## src/rtl/clock_divider_bank.sv

```systemverilog
// clock_divider_bank: N_CH programmable clock dividers sharing clk_in, divisor changes applied only at period boundaries.
// Latency: an idle channel starts one edge after its config accept; a running channel switches at its next period boundary.
// Backpressure: cfg_ready drops while the addressed channel holds an unapplied divisor; out-of-range channels accept and drop.
// Optional feature macro CLKDIV_SYNC_EN adds sync_restart, which phase-aligns every channel on one edge.
module clock_divider_bank #(
  parameter  int N_CH  = 4,
  parameter  int WIDTH = 8,
  localparam int CH_W  = $clog2(N_CH)
) (
  input  logic             clk_in,
  input  logic             rst,
`ifdef CLKDIV_SYNC_EN
  input  logic             sync_restart,
`endif
  input  logic             cfg_valid,
  output logic             cfg_ready,
  input  logic [CH_W-1:0]  cfg_ch,
  input  logic [WIDTH-1:0] cfg_div,
  output logic [N_CH-1:0]  clk_out,
  output logic [N_CH-1:0]  tick,
  output logic [N_CH-1:0]  busy
);

  // Number of encodable channel selects; entries past N_CH read as never busy.
  localparam int N_SEL = 1 << CH_W;

  logic [N_CH-1:0][WIDTH-1:0] cnt;
  logic [N_CH-1:0][WIDTH-1:0] div_act;
  logic [N_CH-1:0][WIDTH-1:0] pend;

  logic [N_CH-1:0][WIDTH-1:0] per_len;
  logic [N_CH-1:0][WIDTH-1:0] hi_len;
  logic [N_CH-1:0]            at_end;
  logic [N_CH-1:0]            wr_en;
  logic [N_CH-1:0]            next_on;
  logic [N_SEL-1:0]           busy_ext;
  logic                       restart_all;

`ifdef CLKDIV_SYNC_EN
  assign restart_all = sync_restart;
`else
  assign restart_all = 1'b0;
`endif

  // Widen busy to the full select range so out-of-range selects see a free slot.
  always_comb begin
    busy_ext           = '0;
    busy_ext[N_CH-1:0] = busy;
  end

  assign cfg_ready = !busy_ext[cfg_ch];

  // Per-channel period, high time, boundary detect and write decode.
  always_comb begin
    per_len = '0;
    hi_len  = '0;
    at_end  = '0;
    wr_en   = '0;
    next_on = '0;
    for (int i = 0; i < N_CH; i++) begin
      // D=1 cannot make a one-cycle clock, so it runs as period 2.
      per_len[i] = (div_act[i] == WIDTH'(1)) ? WIDTH'(2) : div_act[i];
      // High time is ceil(P/2): odd periods spend the extra cycle high.
      hi_len[i]  = (per_len[i] >> 1) + {{(WIDTH-1){1'b0}}, per_len[i][0]};
      // A disabled channel is permanently at a boundary.
      at_end[i]  = (div_act[i] == '0) || (cnt[i] == per_len[i] - WIDTH'(1));
      wr_en[i]   = cfg_valid && cfg_ready && (cfg_ch == CH_W'(i));
      // Whether the channel runs after a restart/apply, given what gets loaded.
      next_on[i] = busy[i] ? (pend[i] != '0) : (div_act[i] != '0);
    end
  end

  // Counter, divisor apply and registered clock/tick generation for every channel.
  always_ff @(posedge clk_in) begin
    if (rst) begin
      cnt     <= '0;
      div_act <= '0;
      pend    <= '0;
      busy    <= '0;
      clk_out <= '0;
      tick    <= '0;
    end else begin
      for (int i = 0; i < N_CH; i++) begin
        if (restart_all || (busy[i] && at_end[i])) begin
          // New period: take the pending divisor if one is waiting.
          if (busy[i]) begin
            div_act[i] <= pend[i];
            busy[i]    <= 1'b0;
          end
          cnt[i]     <= '0;
          clk_out[i] <= next_on[i];
          tick[i]    <= next_on[i];
        end else if (div_act[i] == '0) begin
          cnt[i]     <= '0;
          clk_out[i] <= 1'b0;
          tick[i]    <= 1'b0;
        end else if (at_end[i]) begin
          cnt[i]     <= '0;
          clk_out[i] <= 1'b1;
          tick[i]    <= 1'b1;
        end else begin
          cnt[i]     <= cnt[i] + WIDTH'(1);
          clk_out[i] <= (cnt[i] + WIDTH'(1)) < hi_len[i];
          tick[i]    <= 1'b0;
        end
        // An accept only happens on a non-busy channel, so it never races the apply above.
        if (wr_en[i]) begin
          pend[i] <= cfg_div;
          busy[i] <= 1'b1;
        end
      end
    end
  end

endmodule
```

## config.mk

```make
export PLATFORM = sky130hd
export DESIGN_NAME = clock_divider_bank
export DESIGN_NICKNAME = d
export VERILOG_FILES = /design/src/rtl/clock_divider_bank.sv
export SDC_FILE = /design/constraint.sdc
export NUM_CORES = 1
export LEC_CHECK = 0
export CORE_ASPECT_RATIO = 0.5
export CORE_MARGIN = 5
export CORE_UTILIZATION = 29
export CTS_BUF_LIST = sky130_fd_sc_hd__clkbuf_8
export DETAILED_ROUTE_END_ITERATION = 7
export HOLD_SLACK_MARGIN = 0.08
export RECOVER_POWER = 25
export SLEW_MARGIN = 20
export SYNTH_ARGS = -nofsm -noshare
export SYNTH_HDL_FRONTEND = slang
export SYNTH_SLANG_ARGS = --single-unit
```

## constraint.sdc

```tcl
create_clock -name clk_in -period 2.43 [get_ports clk_in]
set_input_delay 0.6075 -clock clk_in [delete_from_list [all_inputs] [get_ports clk_in]]
set_output_delay 0.6075 -clock clk_in [all_outputs]
set_load 0.02 [all_outputs]
```

==> results.txt <==
----------------------------------------------------
[Placed design]
  Last weighted congestion value of the routability-driven placer ... 0.818
  Post-DP HPWL ... between 10,000 and 15,000 um
  Placement Setup Slack ... -390 ps
  Placed insts ... 1,171
  Port Buffer Count ... 25

[Power and ir drop]
  Fraction of power spent switching nets ... approximately 25%
  Maximum resistive drop on vdd ... 0.262 mV
  Net switching power ... between 800 and 900 uW
  Fraction of power consumed by combinational cells ... under 10%
  Proportion of power drawn by flip-flops and latches ... a little under three fifths
  Power per cell area ... a little under 400 mW/mm^2
  Internal power ... 2.38 mW
  Clock network power share ... 34.9%
  Leakage component of the power ... 3.21 nW

[Timing]
  Setup clock skew after layout ... 15.2 ps
  Setup slack of the critical path after layout ... -134 ps
  Period Utilization, post-route ... 106%
  Worst slew margin relative to its limit ... between 50% and 60%
  Final critical delay including setup and external delays ... ~2600 ps
  Count of final hold-check violations ... 0
  Final setup violation count ... 19
  Number of pins exceeding their max-slew limit in the final report ... 0
  Slew at the pin with the worst max-slew slack ... 683 ps
  Unrepaired setup endpoints after global routing ... yes
  FMAX ... slightly below 0.4 GHz

[Die]
  Initial cell density of the core ... between 20% and 30%
  Number of standard-cell rows in the floorplan ... 39
  Die area ... approximately 0.026 mm^2
  Die extent in y ... between 100 and 150 um
  Die span in x ... roughly 220 um
  Num ports ... 26
  Placeable Area ... approximately 0.023 mm^2

[Worst setup path]
  Slowest Stage Delay on Critical Path ... between 500 and 600 ps
  Setup slack on the worst flop-to-flop path ... -130 ps
  Maximum fanout count along the critical path ... 9
  Top cell by count, worst path ... sky130_fd_sc_hd__or4_4
  List of cells traversed by the critical path ... or4_4, or4_4, and3_4, o2111ai_2, nor4_4, or2_4, buf_12, o41ai_4
  CP Data Arrival Time ... approximately 2900 ps
  Start-to-end type of the worst setup path ... reg2reg
  Critical path depth in cells ... 8
  Cell family contributing the most delay on the critical path ... simple AND/OR/NAND/NOR gates
  Origin of the worst setup path ... div_act[0]$_SDFFE_PP0P_
  Worst path bufs/invs ... 1
  Capture point of the critical path ... clk_out[0]$_SDFF_PP0_
  FF-to-FF End ... clk_out[0]$_SDFF_PP0_
  Launch point of the worst reg-to-reg path ... div_act[0]$_SDFFE_PP0P_
  Slowest stage cell on the critical path ... sky130_fd_sc_hd__or4_4
  Critical path launch point type ... flop
  Path depth of the worst reg2reg path ... 8
  Required time of the critical path ... approximately 2700 ps
  Sort of element at the end of the critical path ... flop

[Synth]
  Combined area of all synthesized cells ... between 0.006 and 0.007 mm^2
  Predominant post-synthesis flop cell ... sky130_fd_sc_hd__dfxtp_1
  Count of flip-flops with a built-in enable after synthesis ... 0
  Post-synthesis area per instance ... roughly 8.2 um^2
  Post-synthesis cell type count ... 63
  Post-synthesis sequential area ratio ... about a third
  Number of warning messages in the yosys log ... 0
  Mapped Cells ... 809
  Post-Synthesis Net Count ... between 800 and 900
  Fraction of synthesis flops using an asynchronous set or reset pin ... 0%
  Flip-flop and latch count after synthesis ... 108

[Global routing]
  Maximum number of pins on one net before global-route repair ... 62
  Number of antenna violations at the first check in global routing ... 0
  Via count of the first global-routing pass ... between 5,000 and 6,000
  GR Overflow Total ... 0
  Gr usage total ... around an eighth
  Global-route wire length before repair ... 26,600 um

[Status]
  Violations in the final reports ... negative setup slack
  Status ... finished with violations

[Clock network]
  Total number of H-tree levels ... 3
  Worst-case clock buffer depth ... 2
  Cell chosen for the clock root ... sky130_fd_sc_hd__clkbuf_8
  Clock-pin slew reported for the worst setup and hold paths after clock tree synthesis ... 100 ps
  CTS tree ... yes
  Clock insertion delay at the later pin of the skew report ... 390 ps
  Clock sink count ... roughly 110
  Number of buffers created by CTS ... 9

[Detailed routing]
  WL/cell ... between 10 and 15 um
  Drt first pass iters ... 4
  Average vias per placed instance ... about 5
  Count of antenna-violating nets left after detailed routing ... 0
  Remaining DRCs ... 0
  Count of vias placed by the detailed router ... 5,801
  Total routed wirelength ... approximately 16,000 um
  Iteration-0 DRC count of the detailed router ... about 240

[Final layout]
  Core occupancy in the finished layout ... 36.5%
  Antenna diodes ... 0
  Number of nets at the end of the flow ... about 940
  Area Overhead vs Synth ... 24.8%
  Share of final-layout standard cells stronger than drive strength 1 ... roughly 21%
  Final Non-Filler Cells ... roughly 1,200
  Filler Cells Inserted ... roughly 2,300
  Most common library cell in the layout ignoring fill and taps ... sky130_fd_sc_hd__nand2_1
  Most used cells in the layout excluding fill and tap cells ... 102 x sky130_fd_sc_hd__nand2_1, 91 x sky130_fd_sc_hd__dfxtp_1, 85 x sky130_fd_sc_hd__buf_4

[Min path]
  Class of the tightest hold or removal check ... reg2reg
  Startpoint of the worst hold path ... pend[28]$_SDFFE_PP0P_

[Run]
  Max Cap Viol ... 0

----------------------------------------------------
[registers in the layout, indices dropped and copies added (netlist names)]
name     flops
clk_out      4
cnt         32
tick         4
div_act     32
busy         4
pend        32
[synthesized netlist by cell type, drive strengths merged (14+ instances only)]
cell    instances  area (um^2)
nand2         102          383
nor3b          19          143
o21ai          24          120
ha             48          601
o32ai          16          140
nor4           21          165
and3           18          113
nand2b         24          150
inv            25         93.8
xor2           34          298
a21oi          54          274
xnor2          41          359
clkbuf         44          165
nor3           20          100
dfxtp         108         2160
nand3          39          195
nor2b          14         87.6
nor2           49          186
[per-layer routing]
metal | up-vias | global-route usage, % | wire [um]
li1 | 2987 | - | -
met1 | 2765 | 15.4 | 7540
met2 | 40 | 21.4 | 7710
met3 | 9 | 2.34 | 279
met4 | 0 | 2.90 | 114
met5 | - | 0 | 0
[cell families (layout without fill, tap and decap cells)]
logic type / Yosys count / in the layout / share of synthesized area (%)
simple gates: 346 / 346 / 27.3
compound gates: 143 / 143 / 14.6
flops: 108 / 108 / 32.7
buf+inv: 83 / 160 / 5.24
xor+xnor: 76 / 76 / 10.3
fa+ha+maj: 48 / 48 / 9.08
mux: 5 / 5 / 0.775
[worst min-delay path by stage]
stage                                       end  slack, ps  cells past startpoint
after detailed placement  pend[28]$_SDFFE_PP0P_        450                      2
after global placement    pend[27]$_SDFFE_PP0P_        450                      2
after floorplan           pend[27]$_SDFFE_PP0P_        440                      2
after global routing      pend[28]$_SDFFE_PP0P_        490                      2
after CTS                 pend[28]$_SDFFE_PP0P_        470                      2
final                     pend[28]$_SDFFE_PP0P_        460                      2
[power groups by stage]
| stage | Clock, mW | Combinational (mW) | Sequential [mW] |
|---|---|---|---|
| floorplan | 0 | 0.142 | 1.86 |
| global placement | 0 | 0.252 | 1.86 |
| detailed placement | 0 | 0.255 | 1.86 |
| CTS | 1.16 | 0.259 | 1.82 |
| global route | 1.23 | 0.291 | 1.82 |
| finish | 1.11 | 0.263 | 1.81 |
[worst min-delay path: stages (launching register included)]
cell and delay, ps:
sky130_fd_sc_hd__dfxtp_1 320, sky130_fd_sc_hd__nand2_1 50, sky130_fd_sc_hd__a21oi_1 50
[area by class of cell]
cell class	instances	area, um^2	area share, %
well taps	307	384	4.65
inverters	25	93.8	1.14
clock buffers	9	124	1.50
repair buffers	119	986	11.9
multi-input cells	618	4410	53.4
clock inverters	7	68.8	0.833
flip-flops and latches	108	2190	26.5
[through the flow]
step	hold slack [ps]	TNS (ps)	power, mW	cell area, um^2
after detailed placement	452	-3020	2.11	7710
after global placement	450	-1030	2.11	7710
after global routing	490	-4470	3.34	8260
after floorplan	436	-764	2.00	6640
final	463	-1440	3.19	8260
after CTS	465	-1230	3.24	8020
[repair_timing]
item,4_1_cts,5_1_grt
gates resized for setup,30,60
hold buffers,0,0
endpoints found under the hold margin,0,0
pin swaps,7,19
setup endpoints to repair,61,66
gates cloned,1,0
buffers inserted,3,2
Note: power is estimated with default switching activity, not from simulation.
